<file path="config.mk">
export PLATFORM = sky130hd
export DESIGN_NAME = lightbike_input_scheduler
export DESIGN_NICKNAME = d
export VERILOG_FILES = /design/src/rtl/lightbike_input_scheduler.sv
export SDC_FILE = /design/constraint.sdc
export NUM_CORES = 1
export LEC_CHECK = 0
export CAP_MARGIN = 20
export CORE_AREA = 5 5 198 200
export CTS_CLUSTER_SIZE = 14
export DETAILED_ROUTE_END_ITERATION = 8
export DIE_AREA = 0 0 203 205
export MAX_ROUTING_LAYER = met4
export PLACE_DENSITY = 0.36
export SYNTH_ARGS = -nofsm -noshare
export SYNTH_HDL_FRONTEND = slang
export SYNTH_SLANG_ARGS = --single-unit
</file>
<file path="constraint.sdc">
create_clock -name c50 -period 2.91 [get_ports c50]
set_clock_uncertainty 0.15 [all_clocks]
set_input_delay 0.291 -clock c50 [delete_from_list [all_inputs] [get_ports c50]]
set_output_delay 0.291 -clock c50 [all_outputs]
set_load 0.03 [all_outputs]
</file>
<file path="src/rtl/lightbike_input_scheduler.sv">
// Steering scheduler: snapshots watched PS/2 make flags, queues legal turns per player, releases one per tick.
// A key reaches the queue on the third edge after hit; a pending tick commits within 1-3 cycles of being latched.
module lightbike_input_scheduler #(
  parameter int QDEPTH = 2
) (
  input  logic         c50,
  input  logic         reset_all,
  input  logic [511:0] make_lut,
  output logic         reset_make,
  input  logic         tick,
  input  logic         round_start,
  output logic [1:0]   p1_dir,
  output logic [1:0]   p2_dir,
  output logic         step,
  output logic         paused
);

  typedef enum logic [1:0] {IDLE, CAPTURE, UPDATE} state_e;

  localparam logic [1:0] DIR_UP    = 2'd0;
  localparam logic [1:0] DIR_RIGHT = 2'd1;
  localparam logic [1:0] DIR_DOWN  = 2'd2;
  localparam logic [1:0] DIR_LEFT  = 2'd3;
  localparam logic [2:0] QD        = 3'(QDEPTH);

  state_e     state_q, state_d;
  logic [8:0] snap_q, snap_d;
  logic       reset_make_q, reset_make_d;
  logic       tick_pend_q, tick_pend_d;
  logic       paused_q, paused_d;
  logic       step_q, step_d;
  logic [1:0] dir_q [2];
  logic [1:0] dir_d [2];
  logic [1:0] fifo_q [2][QDEPTH];
  logic [1:0] fifo_d [2][QDEPTH];
  logic [2:0] cnt_q [2];
  logic [2:0] cnt_d [2];

  logic [8:0] watched;
  logic       hit;
  logic [1:0] cand [2];
  logic       cand_vld [2];
  logic [1:0] ref_dir [2];
  logic [1:0] rev_dir [2];
  logic       accept [2];
  logic       unused_make;

  // Bit order per player nibble: up, right, down, left; bit 8 is Space.
  assign watched = {make_lut[9'h029],
                    make_lut[9'h16B], make_lut[9'h172], make_lut[9'h174], make_lut[9'h175],
                    make_lut[9'h01C], make_lut[9'h01B], make_lut[9'h023], make_lut[9'h01D]};
  assign hit         = |watched;
  assign unused_make = ^make_lut;

  always_comb begin
    for (int p = 0; p < 2; p++) begin
      cand_vld[p] = |snap_q[4*p +: 4];
      cand[p]     = DIR_LEFT;
      if (snap_q[4*p+2]) cand[p] = DIR_DOWN;
      if (snap_q[4*p+1]) cand[p] = DIR_RIGHT;
      if (snap_q[4*p])   cand[p] = DIR_UP;
      ref_dir[p] = dir_q[p];
      for (int i = 0; i < QDEPTH; i++) begin
        if (int'(cnt_q[p]) == i + 1) ref_dir[p] = fifo_q[p][i];
      end
      rev_dir[p] = ref_dir[p] + 2'd2;
      accept[p]  = cand_vld[p] && (cand[p] != ref_dir[p]) && (cand[p] != rev_dir[p]) &&
                   (cnt_q[p] < QD);
    end
  end

  always_comb begin
    state_d      = state_q;
    snap_d       = snap_q;
    reset_make_d = 1'b1;
    tick_pend_d  = tick_pend_q;
    paused_d     = paused_q;
    step_d       = 1'b0;
    dir_d        = dir_q;
    fifo_d       = fifo_q;
    cnt_d        = cnt_q;

    if (tick && !paused_q) tick_pend_d = 1'b1;

    case (state_q)
      IDLE: begin
        if (tick_pend_q) begin
          for (int p = 0; p < 2; p++) begin
            if (cnt_q[p] != 3'd0) begin
              dir_d[p] = fifo_q[p][0];
              for (int i = 0; i < QDEPTH - 1; i++) fifo_d[p][i] = fifo_q[p][i+1];
              cnt_d[p] = cnt_q[p] - 3'd1;
            end
          end
          step_d      = 1'b1;
          tick_pend_d = 1'b0;
        end else if (hit) begin
          // Snapshot on the edge entering CAPTURE so the table clear cannot race it.
          snap_d       = watched;
          reset_make_d = 1'b0;
          state_d      = CAPTURE;
        end
      end
      CAPTURE: state_d = UPDATE;
      UPDATE: begin
        state_d  = IDLE;
        paused_d = paused_q ^ snap_q[8];
        if (paused_d) begin
          if (!paused_q) begin
            cnt_d[0]    = 3'd0;
            cnt_d[1]    = 3'd0;
            tick_pend_d = 1'b0;
          end
        end else begin
          for (int p = 0; p < 2; p++) begin
            if (accept[p]) begin
              for (int i = 0; i < QDEPTH; i++) begin
                if (int'(cnt_q[p]) == i) fifo_d[p][i] = cand[p];
              end
              cnt_d[p] = cnt_q[p] + 3'd1;
            end
          end
        end
      end
      default: state_d = IDLE;
    endcase

    if (round_start) begin
      state_d      = IDLE;
      snap_d       = '0;
      reset_make_d = 1'b1;
      tick_pend_d  = 1'b0;
      paused_d     = 1'b0;
      step_d       = 1'b0;
      dir_d[0]     = DIR_RIGHT;
      dir_d[1]     = DIR_LEFT;
      cnt_d[0]     = 3'd0;
      cnt_d[1]     = 3'd0;
    end
  end

  always_ff @(posedge c50 or negedge reset_all) begin
    if (!reset_all) begin
      state_q      <= IDLE;
      snap_q       <= '0;
      reset_make_q <= 1'b1;
      tick_pend_q  <= 1'b0;
      paused_q     <= 1'b0;
      step_q       <= 1'b0;
      dir_q[0]     <= DIR_RIGHT;
      dir_q[1]     <= DIR_LEFT;
      for (int p = 0; p < 2; p++) begin
        cnt_q[p] <= '0;
        for (int i = 0; i < QDEPTH; i++) fifo_q[p][i] <= '0;
      end
    end else begin
      state_q      <= state_d;
      snap_q       <= snap_d;
      reset_make_q <= reset_make_d;
      tick_pend_q  <= tick_pend_d;
      paused_q     <= paused_d;
      step_q       <= step_d;
      dir_q        <= dir_d;
      fifo_q       <= fifo_d;
      cnt_q        <= cnt_d;
    end
  end

  assign reset_make = reset_make_q;
  assign p1_dir     = dir_q[0];
  assign p2_dir     = dir_q[1];
  assign step       = step_q;
  assign paused     = paused_q;

endmodule

</file>
# --- Word-level counts from Yosys, hierarchy flattened ---
# Index checks and enable logic that the tools add are counted.
op_classes:
  addsub: 6
  n_lt_le_gt_ge: 2
  eq_ne: 27
  n_mux: 60
  bitwise: 2
  n_reduce_logical: 34
ops:
  columns: ["op", "count"]
  rows:
  - ["$mux W2", 21]
  - ["$mux W9", 4]
  - ["$mux W6", 4]
  - ["$mux W4", 5]
  - ["$ne A2 B2 Y1 const B", 9]
  - ["$mux W1", 16]
  - ["$ne A3 B3 Y1 const B", 5]
  - ["$reduce_bool A2 Y1", 7]
  - ["$mux W3", 4]
  - ["$ne A4 B4 Y1 const B", 3]
  - ["$pmux W2 S2", 3]
  - ["$pmux W6 S2", 1]
  - ["$reduce_and A6 Y1", 2]
  - ["$reduce_and A5 Y1", 2]
  - ["$reduce_and A3 Y1", 3]
  - ["$reduce_bool A3 Y1", 3]
  - ["$reduce_or A9 Y1", 1]
  - ["$mux W8", 1]
  - ["$ne A2 B2 Y1", 4]
  - ["$reduce_and A4 Y1", 2]
  - ["$reduce_or A4 Y1", 2]
  - ["$logic_and A1 B1 Y1", 7]
  - ["$add A3 B1 Y3 const B", 2]
  - ["$eq A3 B2 Y1 const B", 2]
  - ["13 further kinds", 18]
word_totals:
  reg_bits: 33
  out_inout_bits: 7

# --- Logic depth before layout (Yosys ltp) ---
depth:
  depth_word: 11
  mapped_depth: 8
  depth_no_buf: 8

# --- Worst setup path before layout ---
# OpenSTA, ideal clock, no wires.
synth_timing:
  kind: "register to register"
  from: "reg cnt_q[0] (netlist name)"
  to: "reg cnt_q[0] (netlist name)"
  setup_ns: 0.128
  arrival_ns: 2.066
  t_required_ns: 2.632
  path_slack_ns: 0.567
  stages_incl_launch_ff: 9
  path_buffers: 0
  period_less_slack_ns: 2.343
  cell_sequence: "dfrtp_1 -> inv_1 -> ha_1 -> or3_1 -> o31ai_1 -> o21ai_0 -> a21o_1 -> a211oi_1 -> mux2_1"
synth_between:
  elab_chain_cells: 9
synth_rtl:
  columns: ["item", "line_no", "source"]
  rows:
  - ["start: declaration", "36", "logic [2:0] cnt_q [2];"]
  - ["start signal: assignment", "165", "cnt_q <= cnt_d;"]
  - ["$eq A3 B2 Y1", "64", "if (int'(cnt_q[p]) == i + 1) ref_dir[p] = fifo_q[p][i];"]
  - ["$mux W2 (2 in series)", "64", null]
  - ["$add A2 B2 Y2 / $ne A2 B2 Y1 (equally long branches)", "66, 67", null]
  - ["$ne A2 B2 Y1 / $logic_and A1 B1 Y1 (equally long branches)", "67", "accept[p] = cand_vld[p] && (cand[p] != ref_dir[p]) && (cand[p] != rev_dir[p]) &&"]
  - ["$logic_and A1 B1 Y1 (2 in series)", "67", null]
  - ["$ne A4 B4 Y1 (no line)", null, null]
  - ["$reduce_and A5 Y1 (no line)", null, null]
# Parallel ways exist; a longest one is shown, timed or not. The select of a mux whose other input is x is not followed.
# A chain may end at the register's enable or synchronous reset.

# --- Final worst setup path ---
# Ends and elaborated chain as after synthesis.

==> impl_metrics.env <==
export IMPL_status="complete, no violations"
export IMPL_die_h_um=205
export IMPL_cts_root_buffer_cell="clkbuf_16"
export IMPL_p_clk_share_pct=27.3
export IMPL_synth_area_leaders="dfrtp_1 38%, ha_1 6.6%, dfstp_2 5.6%"
export IMPL_worst_path_max_fanout=5
export IMPL_grt_antenna_before_repair=1
export IMPL_synth_edf_count=0
export IMPL_p_int_w=0.00123
export IMPL_globalRouteTotalUtil_pct=2.91
export IMPL_fmax_ghz=0.388
export IMPL_numCtsBuffers=5
export IMPL_place_inst=673
export IMPL_cts_path_max_buffers=2
export IMPL_yosysTopAreaCellShare_pct=38.4
export IMPL_grt_overflow_total=0
export IMPL_p_sw_share_pct=35.7
export IMPL_grt_pass1_vias=1573
export IMPL_drive_gt1_share_pct=14.4
export IMPL_worst_setup_path_type="reg -> reg"
export IMPL_drc=0
export IMPL_ys_warn_count=0
export IMPL_cts_resized=0
export IMPL_dr_pass1_iters=4
export IMPL_grt_pass1_wl_mm=9.07
export IMPL_powerDensity_mw_per_mm2=677
export IMPL_syn_nets=708
export IMPL_switchingPower_w=0.000680
export IMPL_rows=71
export IMPL_start_util_pct=5.08
export IMPL_arrival_ns=2.58
export IMPL_yosys_area_share_xor_xnor_pct=2.32
export IMPL_p_comb_share_pct=36.5
export IMPL_io_pins=523
export IMPL_post_route_min_period_ns=2.58
export IMPL_min_path_type="reg -> reg"
export IMPL_synth_compound_area_share_pct=18.7
export IMPL_dieWidth_um=203
export IMPL_synth_adder_area_share_pct=6.62
export IMPL_post_cts_buffers=0
export IMPL_fin_nets=733
export IMPL_portBuffers=19
export IMPL_worst_pin_slew_ns=0.818
export IMPL_async_flop_share_pct=100
export IMPL_die_area_mm2=0.0416
export IMPL_syn2layout_area_growth_pct=48.9
export IMPL_rsz0062_at_grt="false"
export IMPL_slew_violations=0
export IMPL_synth_ff_type="dfrtp_1"
export IMPL_worstPathRequired_ns=2.92
export IMPL_setup_tns_final_ns=0
export IMPL_cts_tree="built"
export IMPL_synthCells=182
export IMPL_vias=1431
export IMPL_syn_area_mm2=0.00189
export IMPL_drt_iter0_markers=76
export IMPL_postRouteAntennaNets=0
export IMPL_gp_congestion=0.661
export IMPL_synth_seq_cells=33
export IMPL_synth_mux_area_share_pct=7.95
export IMPL_place_hpwl_mm=4.32
export IMPL_instances_no_fill=683
export IMPL_period_share_pct=88.5
export IMPL_synth_top_family_by_area="compound AO/OA/AOI/OAI gates"
export IMPL_synth_simple_area_share_pct=16.2
export IMPL_maxSlewHeadroom_pct=45.4
export IMPL_cts_htree_levels=2
export IMPL_core_area_mm2=0.0372
export IMPL_synth_cell_types=50
export IMPL_hold_violations=0
export IMPL_cap_violations=0
export IMPL_max_vdd_ir_drop_mv=0.266
export IMPL_clk_pin_slew_ns=0.06
export IMPL_startpoint_type="flop"
export IMPL_routedWlPerCell_um=8.23
export IMPL_pwr_share_seq_pct=36.2
export IMPL_setup_viol=0
export IMPL_cp_end_kind="flop"
export IMPL_synth_largest_area_cell="dfrtp_1"
export IMPL_synth_seq_area_share_pct=44.0
export IMPL_routed_wl_mm=5.62
export IMPL_leakage_nw=1.03
export IMPL_cts_sinks=33
export IMPL_vias_per_cell=2.10
export IMPL_avgSynthCellArea_um2=10.4
export IMPL_clkLatencyLatePin_ns=0.28
export IMPL_grt_max_degree=34
-- per-stage QoR --
| step | util, % | worst slack (ns) | hold WS [ns] | area, um^2 | total power, W |
|---|---|---|---|---|---|
| final | 7.56 | 0.335 | 0.356 | 2810 | 0.00191 |
| after global routing | 7.56 | 0.134 | 0.384 | 2810 | 0.00207 |
| after CTS | 7.55 | 0.280 | 0.359 | 2810 | 0.00194 |
| after detailed placement | 7.14 | 0.290 | 0.294 | 2660 | 0.00140 |
| after global placement | 7.14 | 0.293 | 0.300 | 2660 | 0.00140 |
| after floorplan | - | 0.567 | -0.155 | 1890 | 0.00121 |
-- power by group through the flow --
stage	sequential (W)	combinational [W]	clock, W
finish	0.000690	0.000696	0.000520
global route	0.000713	0.000798	0.000561
CTS	0.000693	0.000710	0.000539
detailed placement	0.000701	0.000701	0
global placement	0.000701	0.000703	0
floorplan	0.000675	0.000532	0
-- final timing paths --
| kind | from | end | slack, ns | depth (start not counted) |
|---|---|---|---|---|
| max | cnt_q[0] | cnt_q[0] | 0.33 | 8 |
| min | snap_q[3] | snap_q[3] | 0.36 | 1 |
| max reg2reg | cnt_q[0] | cnt_q[0] | 0.33 | 8 |
| min reg2reg | snap_q[3] | snap_q[3] | 0.36 | 1 |
| max in group asynchronous | reset_all | cnt_q[1] | 1.59 | 2 |
| min in group asynchronous | reset_all | fifo_q[2] | 0.49 | 2 |
-- layout by cell type, fill, tap and decap left out, drive strengths merged, types with 2 or more instances in the layout --
| cell | instances |
|---|---|
| dfrtp | 29 |
| nor2 | 24 |
| clkdlybuf4s50 | 18 |
| inv | 13 |
| a22o | 11 |
| ha | 10 |
| mux2 | 10 |
| nor3 | 6 |
| a21oi | 6 |
| a211o | 6 |
| nand2 | 5 |
| o21ai | 5 |
| clkbuf | 5 |
| dfstp | 4 |
| nand2b | 4 |
| buf | 4 |
| nor2b | 3 |
| mux2i | 3 |
| xnor2 | 3 |
| and2 | 2 |
| nand3 | 2 |
| or3 | 2 |
| o2bb2ai | 2 |
| xor2 | 2 |
| a21o | 2 |
| nor4b | 2 |
| nor3b | 2 |
| clkinv | 2 |
| or2 | 2 |
| a2111oi | 2 |
| a211oi | 2 |
-- cells by family (layout without fill, tap and decap cells) --
| family | Yosys count | in the layout |
|---|---|---|
| adders and majority gates | 10 | 10 |
| buffers and inverters | 18 | 44 |
| AOI/OAI and AO/OA | 45 | 45 |
| other | 0 | 1 |
| DFF | 33 | 33 |
| muxes | 13 | 13 |
| xor gates and xnor gates | 5 | 5 |
| and+or+nand+nor | 58 | 58 |
-- synth_stat cells (2+ instances only) --
| master | number |
|---|---|
| a211o_1 | 6 |
| a21o_1 | 2 |
| a21oi_1 | 6 |
| a22o_1 | 11 |
| and2_1 | 2 |
| clkbuf_1 | 2 |
| dfrtp_1 | 29 |
| dfstp_2 | 4 |
| ha_1 | 10 |
| inv_1 | 13 |
| mux2_1 | 2 |
| mux2_2 | 6 |
| mux2_4 | 2 |
| mux2i_1 | 3 |
| nand2_1 | 5 |
| nand2b_1 | 3 |
| nand3_1 | 2 |
| nor2_1 | 24 |
| nor2b_1 | 3 |
| nor3_1 | 6 |
| nor3b_1 | 2 |
| nor4b_1 | 2 |
| o21ai_0 | 5 |
| o2bb2ai_1 | 2 |
| or3_1 | 2 |
| xnor2_1 | 3 |
| xor2_1 | 2 |
-- flip-flops by register name (all words and copies together) (netlist names) --
| signal | flops |
|---|---|
| snap_q | 9 |
| fifo_q | 8 |
| cnt_q | 6 |
| p1_dir | 2 |
| p2_dir | 2 |
| state_q | 2 |
| paused | 1 |
| reset_make | 1 |
| step | 1 |
| tick_pend_q | 1 |
-- metal layers --
layer / share of wire (%) / vias to the layer above / track usage, %
li1: - / 705 / -
met1: 59 / 699 / 4.30
met2: 38 / 23 / 3.81
met3: 2.2 / 4 / 0.934
met4: 0.69 / 0 / 0.582
met5: 0 / - / -
-- worst max-delay path: stages, from the launching register on --
cell and delay [ns]:
dfrtp_1 0.41, inv_1 0.10, ha_1 0.24, or3_1 0.37, o31ai_1 0.09, o21ai_0 0.20, a21o_1 0.23, a211oi_1 0.33
mux2_1 0.35
-- area by class of cell --
type,instances,area [um^2]
fillers,4311,34400
multi-input cells,131,978
flip-flops and latches,33,831
well taps,474,593
repair buffers,23,218
clock buffers,5,125
inverters,13,48.8
clock inverters,3,17.5
diodes,1,2.50
-- what timing repair did --
| item | CTS | global route |
|---|---|---|
| endpoints found under the setup margin | 0 | 0 |
| hold buffers | 1 | 0 |
| endpoints found under the hold margin | 8 | 0 |
No activity file was read; power rests on OpenSTA's default activity.
